File: config.mk
export PLATFORM = sky130hd
export DESIGN_NAME = time_keeper
export DESIGN_NICKNAME = d
export VERILOG_FILES = /design/src/rtl/clock_pkg.sv /design/src/rtl/bcd_counter_2d.sv /design/src/rtl/time_keeper.sv
export SDC_FILE = /design/constraint.sdc
export NUM_CORES = 1
export LEC_CHECK = 0
export BUFFER_PORTS_ARGS = -buffer_cell sky130_fd_sc_hd__buf_2
export CAP_MARGIN = 20
export CORE_MARGIN = 2
export CORE_UTILIZATION = 47
export CTS_CLUSTER_SIZE = 16
export DETAILED_ROUTE_END_ITERATION = 10
export PLACE_DENSITY = 0.74
export SLEW_MARGIN = 20
export SYNTH_ARGS = -nofsm -noshare
export SYNTH_HDL_FRONTEND = slang
export SYNTH_SLANG_ARGS = --single-unit
File: constraint.sdc
create_clock -name clk -period 1.5 [get_ports clk]
set_input_delay 0.3 -clock clk [delete_from_list [all_inputs] [get_ports clk]]
set_output_delay 0.3 -clock clk [all_outputs]
set_load 0.05 [all_outputs]
File: src/rtl/clock_pkg.sv
// Shared widths, field limits and a BCD helper for the time-of-day counter.
package clock_pkg;
    localparam int HT_W = 2;
    localparam int MT_W = 3;
    localparam int ST_W = 3;
    localparam int U_W  = 4;

    localparam int SEC_MAX    = 59;
    localparam int MIN_MAX    = 59;
    localparam int HRS_MAX_24 = 23;
    localparam int HRS_MAX_12 = 12;
    localparam int HRS_MIN_12 = 1;

    function automatic logic [7:0] bin2bcd(input int v);
        return 8'(((v / 10) * 16) + (v % 10));
    endfunction
endpackage

File: src/rtl/bcd_counter_2d.sv
// Two-digit BCD field counter wrapping MAX -> MIN; 1-cycle registered update,
// combinational carry out and a registered wrap flag. No backpressure.
module bcd_counter_2d #(
    parameter int         TW  = 3,
    parameter logic [7:0] MAX = 8'h59,
    parameter logic [7:0] MIN = 8'h00,
    parameter logic [7:0] RST = 8'h00
) (
    input  logic          clk,
    input  logic          reset_n,
    input  logic          inc,
    input  logic          carry_en,
    output logic [TW-1:0] tens,
    output logic [3:0]    units,
    output logic          carry,
    output logic          wrap
);
    logic [TW-1:0] r_tens;
    logic [3:0]    r_units;
    logic          r_wrap;
    logic          w_at_max;

    assign w_at_max = ({r_tens, r_units} == MAX[TW+3:0]);
    assign carry    = inc & carry_en & w_at_max;

    always_ff @(posedge clk) begin
        if (!reset_n) begin
            r_tens  <= RST[TW+3:4];
            r_units <= RST[3:0];
            r_wrap  <= 1'b0;
        end else begin
            r_wrap <= carry;
            if (inc) begin
                if (w_at_max) begin
                    r_tens  <= MIN[TW+3:4];
                    r_units <= MIN[3:0];
                end else if (r_units == 4'd9) begin
                    r_units <= 4'd0;
                    r_tens  <= r_tens + 1'b1;
                end else begin
                    r_units <= r_units + 4'd1;
                end
            end
        end
    end

    assign tens  = r_tens;
    assign units = r_units;
    assign wrap  = r_wrap;
endmodule

File: src/rtl/time_keeper.sv
// BCD hh:mm:ss counter advanced by a 1 Hz tick or per-field adjust pulses.
// Outputs update 1 cycle after the input edge; no backpressure, every pulse is taken.
module time_keeper
    import clock_pkg::*;
#(
    parameter int HOURS_24  = 1,
    parameter int RESET_HRS = 0
) (
    input  logic            clk,
    input  logic            reset_n,
    input  logic            sec_tick,
    input  logic            adj_hrs,
    input  logic            adj_min,
    input  logic            adj_sec,
    output logic [HT_W-1:0] hrs_t,
    output logic [U_W-1:0]  hrs_u,
    output logic [MT_W-1:0] min_t,
    output logic [U_W-1:0]  min_u,
    output logic [ST_W-1:0] sec_t,
    output logic [U_W-1:0]  sec_u,
    output logic            sec_strobe,
    output logic            day_wrap
);
    localparam logic [7:0] HRS_MAX_BCD = (HOURS_24 != 0) ? bin2bcd(HRS_MAX_24) : bin2bcd(HRS_MAX_12);
    localparam logic [7:0] HRS_MIN_BCD = (HOURS_24 != 0) ? 8'h00 : bin2bcd(HRS_MIN_12);
    localparam logic [7:0] HRS_RST_BCD = bin2bcd(RESET_HRS);

    logic w_adj_any;
    logic w_tick;
    logic w_sec_carry;
    logic w_min_carry;
    logic w_hrs_carry;
    logic w_sec_wrap;
    logic w_min_wrap;
    logic w_unused;
    logic r_sec_strobe;

    // Any adjust pulse swallows a coincident tick, so carries only exist in tick mode.
    assign w_adj_any = adj_hrs | adj_min | adj_sec;
    assign w_tick    = sec_tick & ~w_adj_any;

    bcd_counter_2d #(.TW(ST_W), .MAX(bin2bcd(SEC_MAX)), .MIN(8'h00), .RST(8'h00)) u_sec (
        .clk      (clk),
        .reset_n  (reset_n),
        .inc      (adj_sec | w_tick),
        .carry_en (w_tick),
        .tens     (sec_t),
        .units    (sec_u),
        .carry    (w_sec_carry),
        .wrap     (w_sec_wrap)
    );

    bcd_counter_2d #(.TW(MT_W), .MAX(bin2bcd(MIN_MAX)), .MIN(8'h00), .RST(8'h00)) u_min (
        .clk      (clk),
        .reset_n  (reset_n),
        .inc      (adj_min | w_sec_carry),
        .carry_en (w_tick),
        .tens     (min_t),
        .units    (min_u),
        .carry    (w_min_carry),
        .wrap     (w_min_wrap)
    );

    bcd_counter_2d #(.TW(HT_W), .MAX(HRS_MAX_BCD), .MIN(HRS_MIN_BCD), .RST(HRS_RST_BCD)) u_hrs (
        .clk      (clk),
        .reset_n  (reset_n),
        .inc      (adj_hrs | w_min_carry),
        .carry_en (w_tick),
        .tens     (hrs_t),
        .units    (hrs_u),
        .carry    (w_hrs_carry),
        .wrap     (day_wrap)
    );

    assign w_unused = ^{w_sec_wrap, w_min_wrap, w_hrs_carry};

    always_ff @(posedge clk) begin
        if (!reset_n) begin
            r_sec_strobe <= 1'b0;
        end else begin
            r_sec_strobe <= w_adj_any | sec_tick;
        end
    end

    assign sec_strobe = r_sec_strobe;
endmodule

After elaboration in Yosys (flattened, before gate mapping)
Index checks and enable logic that the tools add are counted.
Widths: inputs -> output; s select.
{ "word_totals": {"register_bits": 22, "out_inout_bits": 22} }
{ "op_classes": {"addsub": 6, "n_eq_ne": 6, "muxes": 12, "bitwise": 14, "n_reduce_logical": 6} }
{ "ops": {"columns": ["operator", "count"], "rows": [
  ["$mux 4", 6],
  ["$eq 7x7->1 const B", 2],
  ["$add 4x1->4 const B", 3],
  ["$eq 4x4->1 const B", 3],
  ["$mux 3", 4],
  ["$and 1x1->1", 7],
  ["$add 3x1->3 const B", 2],
  ["$eq 6x6->1 const B", 1],
  ["$or 1x1->1", 6],
  ["$reduce_and 2->1", 3],
  ["$reduce_bool 2->1", 3],
  ["$mux 2", 2],
  ["$add 2x1->2 const B", 1],
  ["$not 1->1", 1]
]} }

Longest topological paths before layout
Gate-level depths: netlist of the first run.
{ "logic_depth": {"word_depth": 13, "ltp_mapped": 8, "depth_no_buf": 7} }

Hierarchy
Synthesis of the first run repeated with hierarchy kept, for this count alone.
{ "hier_totals": {"cells_unflattened": 133, "hier_area_um2": 1287.5} }
{ "modules_own_cells": {"columns": ["mod", "instances", "cells_per_inst", "area_per_inst_um2"], "rows": [
  ["bcd_counter_2d (u_min ...)", 2, 40, 397.9],
  ["bcd_counter_2d (u_hrs)", 1, 46, 427.9],
  ["time_keeper", 1, 7, 63.8]
]} }

Worst setup path after synthesis of the first run
Ideal clock, no wire load.
{ "synth_path": {"path_kind": "register to register", "start": "reg u_min.r_units[0] (netlist: u_min.units[0])", "end": "reg u_hrs.r_units[2] (netlist: u_hrs.units[2])", "setup_ps": 116, "arrival_ps": 1910, "t_required_ps": 1384, "path_slack_ps": -526, "path_stages_with_launch": 8, "path_cell_list": "dfxtp_1 -> ha_1 -> and3b_1 -> clkbuf_1 -> nand4_1 -> o21ai_2 -> a21oi_1 -> a31o_2"} }
{ "synth_via": {"elab_chain_cells": 3} }
{ "synth_lines": {"columns": ["item", "line_no", "text"], "rows": [
  ["start: declaration", "bcd_counter_2d.sv:19", "logic [3:0] r_units;"],
  ["start signal: assignment", "bcd_counter_2d.sv:29", "r_units <= RST[3:0];"],
  ["start signal: assignment", "bcd_counter_2d.sv:36", "r_units <= MIN[3:0];"],
  ["start signal: assignment", "bcd_counter_2d.sv:41", "r_units <= r_units + 4'd1;"],
  ["$eq 7x7->1", "bcd_counter_2d.sv:23", "assign w_at_max = ({r_tens, r_units} == MAX[TW+3:0]);"],
  ["$and 1x1->1", "bcd_counter_2d.sv:24", "assign carry = inc & carry_en & w_at_max;"],
  ["$or 1x1->1", "time_keeper.sv:67", ".inc (adj_hrs | w_min_carry),"],
  ["end signal: assignment", "bcd_counter_2d.sv:29", null],
  ["end signal: assignment", "bcd_counter_2d.sv:36", null],
  ["end signal: assignment", "bcd_counter_2d.sv:41", null],
  ["end: declaration", "bcd_counter_2d.sv:19", null]
]} }
Every way passes these cells.
A chain may end at the register's enable or synchronous reset.

Worst setup path in the final report of the first run
{ "layout_path": {"start": "reg u_sec.r_units[1] (netlist: u_sec.units[1])", "end": "reg u_min.r_units[3] (netlist: u_min.units[3])"} }
{ "layout_via": {"elab_chain_cells": 3} }
{ "layout_lines": {"columns": ["item", "line_no", "text"], "rows": [
  ["start: declaration", "bcd_counter_2d.sv:19", null],
  ["start signal: assignment", "bcd_counter_2d.sv:29", null],
  ["start signal: assignment", "bcd_counter_2d.sv:36", null],
  ["start signal: assignment", "bcd_counter_2d.sv:41", null],
  ["$eq 7x7->1", "bcd_counter_2d.sv:23", null],
  ["$and 1x1->1", "bcd_counter_2d.sv:24", null],
  ["$or 1x1->1", "time_keeper.sv:56", ".inc (adj_min | w_sec_carry),"]
]} }
Every way passes these cells.

==> flow_metrics.py, run 1 <==
metrics = {
    "outcome": {
        "status": "complete, but fails checks",
        "failed_checks": "negative setup slack",
    },
    "critical_path": {
        "slowest_stage": "dfxtp_4",
        "worstPathRequired_ns": 1.73,
        "worstSetupPathType": "reg -> reg",
        "path_buf_inv": 2,
        "start_kind": "register",
        "cp-end-kind": "register",
        "worstPathArrival_ns": 1.82,
        "crit_family": "compound AO/OA/AOI/OAI gates",
        "critPathMaxStageDelay_ns": 0.37,
        "crit_chain": "inv_2 > ha_4 > and3b_2 > a31oi_4 > buf_6 > nor2_1 > o221a_2",
        "worstPathMaxFanout": 5,
    },
    "synthesis": {
        "post_synth_num_cell_types": 39,
        "async_flop_share_pct": 0,
        "synth_fa_ha_area_share_pct": 8.49,
        "ys.flop_type": "dfxtp_1",
        "avgSynthCellArea_sq_um": 8.24,
        "synth_top_family_by_area": "simple AND/OR/NAND/NOR gates",
        "synthXorXnorAreaFrac_pct": 2.97,
        "ys.warnings.count": 0,
        "syn_nets": 157,
        "synth_compound_area_share_pct": 18.7,
        "syn_inst": 143,
        "ys_seq_area_share_pct": 37.4,
        "syn_area_sq_mm": 0.00118,
        "muxShareOfSynthArea_pct": 0.849,
        "ys_ff_latch": 22,
        "yosys.area_share.simple_pct": 27.1,
        "synth-edff-count": 0,
    },
    "placement": {
        "dpl.cell_count": 221,
        "portBuffers": 27,
        "placed_area_sq_mm": 0.00163,
        "gp_congestion": 0.811,
        "hpwl_mm": 2.33,
        "dp_slack_ns": -0.123,
    },
    "timing": {
        "worst_slack_ns": -0.0991,
        "setup_viol": 10,
        "drv_slew": 0,
        "min_period_over_period_pct": 107,
        "rsz0062_at_grt": "yes",
        "clock.fmax_mhz": 625,
        "hold_violations": 0,
        "whs_ns": 0.301,
        "min_period_ns": 1.60,
        "relSlewSlack_pct": 73.6,
        "fin_skew_ns": 0.00948,
        "tightestPinTransition_ns": 0.390,
        "timing.setup.tns_ns": -0.535,
    },
    "finish": {
        "drive_gt1_share_pct": 56.2,
        "finalNonFillerCells": 231,
        "layout_commonest_cell": "buf_4",
        "stdcell_area_sq_mm": 0.00181,
        "fillerInstances": 171,
        "nNetsFinal": 216,
        "mostFrequentLayoutCells": "29 x buf_4, 27 x buf_2, 18 x nor2_1, 11 x nand2_1, 10 x dfxtp_2",
        "area_growth_pct": 53.8,
        "diodes": 0,
    },
    "run": {
        "cap_viol_max_count": 0,
    },
    "routing": {
        "drc": 0,
        "ant_nets": 0,
        "vias_per_cell": 5.59,
        "wl_per_cell_um": 14.4,
        "routed_wl_mm": 3.33,
        "drt_iter0_markers": 31,
        "via_count": 1291,
        "dr.pass1.iters": 5,
    },
    "clocking": {
        "hold_buffers": 0,
        "clkTransAtPathRegs_ns": 0.13,
        "clockBufferDepth": 2,
        "htree_levels": 1,
        "cts-buffers-inserted": 3,
        "clockRootBuffer": "clkbuf_4",
        "cts_tree": "built",
        "clock_sinks": 22,
        "clock_latency_ns": 0.32,
    },
    "grt": {
        "grt_pass1_vias": 1158,
        "grt_max_degree": 13,
        "grt-ovfl-total": 0,
        "track_usage_pct": 23.3,
        "grt_antenna_before_repair": 0,
        "grt_pass1_wl_mm": 4.97,
    },
    "hold_path": {
        "hold_class": "in -> reg",
    },
    "floorplan": {
        "dieArea_sq_mm": 0.00292,
        "ioPinCount": 28,
        "num_rows": 18,
        "initial_core_util_pct": 48.5,
        "dieWidth_um": 54.1,
        "die_y_um": 54.1,
        "core_region_area_sq_mm": 0.00243,
    },
    "pwr": {
        "vdd_drop_max_uv": 584,
        "leakagePower_nw": 0.797,
        "p_per_area_mw_per_mm2": 666,
    },
}
==> cell type report <==
| cell class | count | area [sq um] | area share (%) |
|---|---|---|---|
| multi-input combinational | 107 | 850 | 46.9 |
| sequential | 22 | 479 | 26.4 |
| timing repair buffer | 59 | 387 | 21.3 |
| tap | 30 | 37.5 | 2.07 |
| inverter | 9 | 33.8 | 1.86 |
| clock buffer | 4 | 26.3 | 1.45 |
==> cells in the mapped netlist, types with 2 or more instances <==
cell type | number | area [sq um]
nand2_1 | 13 | 48.8
nor3_1 | 4 | 20.0
nand4_1 | 4 | 25.0
and3b_1 | 2 | 17.5
or3_1 | 3 | 18.8
and2_1 | 2 | 12.5
ha_1 | 8 | 100
o21ai_0 | 6 | 30.0
clkbuf_1 | 4 | 15.0
dfxtp_1 | 22 | 440
xor2_1 | 3 | 26.3
a21o_1 | 2 | 15.0
nand3_1 | 6 | 30.0
inv_1 | 9 | 33.8
nor2_1 | 19 | 71.3
a21oi_1 | 13 | 65.1
==> final timing paths <==
check                                   start                           to  slack (ns)  cells past startpoint
setup / recovery  u_sec.units[1]$_SDFFE_PN0N_  u_min.units[3]$_SDFFE_PN0P_        -0.1                      7
hold / removal                        reset_n  u_min.units[3]$_SDFFE_PN0P_        0.30                      2
setup reg to reg  u_sec.units[1]$_SDFFE_PN0N_  u_min.units[3]$_SDFFE_PN0P_        -0.1                      7
hold reg to reg    u_sec.tens[2]$_SDFFE_PN0P_   u_sec.tens[2]$_SDFFE_PN0P_        0.52                      2
==> metrics by stage <==
stage	power, mW	util (%)
after floorplan	0.786	-
after global placement	0.875	66.9
after detailed placement	0.884	66.9
after CTS	1.18	70.5
after global routing	1.26	74.5
final	1.21	74.5
==> routing by layer <==
metal	global-route usage (%)	share of wire, %	vias to the layer above
li1	-	-	627
met1	26.3	42	626
met2	44.3	53	34
met3	3.33	4.1	4
met4	7.50	0.69	0
met5	0	0	-
==> logic make-up after synthesis <==
logic type	after synthesis
multiplexers	1
buffers and inverters	14
AO/OA/AOI/OAI	33
XOR/XNOR	4
AND/OR/NAND/NOR	61
adder cells (fa/ha/maj)	8
flip-flops	22
==> power breakdown <==
group / switching [mW] / internal [mW]
clock: 0.191 / 0.104
sequential: 0.0199 / 0.599
combinational: 0.179 / 0.116
==> what timing repair did <==
item / in CTS / in global routing
pin swaps: 10 / 14
buffers inserted: 3 / 2
gates cloned: 1 / 0
resized for setup: 7 / 24
endpoints found under the setup margin: 11 / 20
==> sequential cells by signal, indices dropped and copies added, names as in the netlist <==
| signal | count |
|---|---|
| u_hrs.units | 4 |
| u_min.units | 4 |
| u_sec.units | 4 |
| u_min.tens | 3 |
| u_sec.tens | 3 |
| u_hrs.tens | 2 |
| sec_strobe | 1 |
| u_hrs.wrap | 1 |
Power figures use the tool's default switching activity.
==> inputs of run 2 (changes only) <==
==> constraint.sdc (replaced) <==
create_clock -name clk -period 1.32 [get_ports clk]
set_input_delay 0.264 -clock clk [delete_from_list [all_inputs] [get_ports clk]]
set_output_delay 0.264 -clock clk [all_outputs]
set_load 0.05 [all_outputs]
==> flow_metrics.py, run 2 (same netlist as run 1, synthesis figures left out) <==
metrics = {
    "outcome": {
        "status": "complete, but fails checks",
        "failed_checks": "negative setup slack",
    },
    "finish": {
        "stdcell_area_sq_mm": 0.00199,
        "layout_commonest_cell": "buf_4",
        "nNetsFinal": 225,
        "drive_gt1_share_pct": 61.4,
        "mostFrequentLayoutCells": "40 x buf_4, 16 x nor2_1, 12 x clkbuf_4, 12 x dfxtp_2, 10 x buf_2",
        "multi_input_area_sq_um": 863,
        "seq_area_sq_um": 482,
        "diodes": 0,
        "fillerInstances": 141,
        "area_growth_pct": 68.7,
    },
    "timing": {
        "rsz0062_at_grt": "yes",
        "min_period_ns": 1.61,
        "relSlewSlack_pct": 75.2,
        "clock.fmax_mhz": 620,
        "tightestPinTransition_ns": 0.367,
        "drv_slew": 0,
        "min_period_over_period_pct": 122,
        "fin_skew_ns": 0.0134,
        "hold_violations": 0,
        "setup_viol": 19,
        "worst_slack_ns": -0.292,
        "whs_ns": 0.249,
    },
    "routing": {
        "drt_iter0_markers": 29,
        "ant_nets": 0,
        "drc": 0,
        "dr.pass1.iters": 6,
        "wl_per_cell_um": 14.7,
        "routed_wl_mm": 3.52,
        "vias_per_cell": 5.50,
        "via_count": 1321,
    },
    "pwr": {
        "power_mw": 1.52,
        "leakagePower_nw": 0.871,
        "vdd_drop_max_uv": 708,
        "p_per_area_mw_per_mm2": 765,
    },
    "grt": {
        "grt_pass1_wl_mm": 5.19,
        "track_usage_pct": 24.8,
        "grt_pass1_vias": 1148,
        "grt-ovfl-total": 0,
        "grt_antenna_before_repair": 0,
        "grt_max_degree": 14,
    },
    "hold_path": {
        "hold_class": "in -> reg",
    },
    "floorplan": {
        "num_rows": 18,
        "core_region_area_sq_mm": 0.00243,
        "die_y_um": 54.1,
        "initial_core_util_pct": 48.5,
        "ioPinCount": 28,
        "dieWidth_um": 54.1,
        "dieArea_sq_mm": 0.00292,
    },
    "clocking": {
        "clock_latency_ns": 0.33,
        "clock_sinks": 22,
        "cts-buffers-inserted": 3,
        "htree_levels": 1,
        "cts_tree": "built",
        "clkTransAtPathRegs_ns": 0.14,
        "hold_buffers": 0,
        "clockBufferDepth": 2,
        "clockRootBuffer": "clkbuf_4",
    },
    "critical_path": {
        "worstPathMaxFanout": 3,
        "worstPathRequired_ns": 1.58,
        "slowest_stage": "or4_4",
        "crit_chain": "inv_4 > ha_4 > and3b_2 > buf_6 > or4_4 > a21oi_2",
        "start_kind": "register",
        "critPathMaxStageDelay_ns": 0.53,
        "worstSetupPathType": "reg -> reg",
        "worstPathArrival_ns": 1.87,
        "cp-end-kind": "register",
    },
    "placement": {
        "dp_slack_ns": -0.298,
        "portBuffers": 27,
        "placed_area_sq_mm": 0.00170,
        "hpwl_mm": 2.40,
        "gp_congestion": 0.814,
    },
    "run": {
        "cap_viol_max_count": 0,
    },
}
[run 2: metrics by stage]
stage	TNS, ns	util [%]	instances
after floorplan	-3.28	-	143
after global placement	-3.25	70.0	228
after detailed placement	-4.09	70.0	228
after CTS	-2.91	77.2	238
after global routing	-3.96	81.7	240
final	-2.80	81.7	240
[run 2: layout make-up]
| class | count | area share [%] |
|---|---|---|
| clock buffers | 4 | 2.39 |
| inverters | 9 | 1.95 |
| multi-input cells | 107 | 43.4 |
| flip-flops and latches | 22 | 24.2 |
| well taps | 30 | 1.89 |
| repair buffers | 68 | 26.1 |
[run 2: layer usage]
layer | share of wire [%] | up-vias | wire, um | GRT usage [%]
met5 | 0 | - | 0 | 0
met4 | 1.0 | 0 | 36 | 7.50
met3 | 3.9 | 4 | 138 | 3.33
met2 | 53 | 45 | 1870 | 43.7
met1 | 42 | 629 | 1470 | 31.0
li1 | - | 643 | - | -
[run 2: critical path, delay by kind of cell (launching register included)]
family                     cells  cell delay, ns
and+or+nand+nor                2            0.75
DFF                            1            0.38
buffers and inverters          2            0.15
adders and majority gates      1            0.14
AOI/OAI and AO/OA              1            0.13
[run 2: what timing repair did]
action                                  CTS  global route
cloned                                    1             0
endpoints found under the setup margin   27            33
pin swaps                                22            18
resized for setup                        26            32
setup buffers                             5             3
endpoints found under the hold margin     0             0
[run 2: report_power, final]
part / internal (mW) / switching, mW / total [mW]
combinational: 0.152 / 0.204 / 0.356
clock: 0.232 / 0.229 / 0.461
sequential: 0.681 / 0.0241 / 0.705
[run 2: path summary, 6_finish.rpt]
check / start / endpoint / slack [ns] / depth (start not counted)
max: u_min.units[1]$_SDFFE_PN0P_ / u_min.units[2]$_SDFFE_PN0P_ / -0.29 / 6
min: reset_n / u_sec.units[3]$_SDFFE_PN0N_ / 0.25 / 3
max reg2reg: u_min.units[1]$_SDFFE_PN0P_ / u_min.units[2]$_SDFFE_PN0P_ / -0.29 / 6
min reg2reg: u_sec.tens[2]$_SDFFE_PN0P_ / u_sec.tens[2]$_SDFFE_PN0P_ / 0.50 / 2
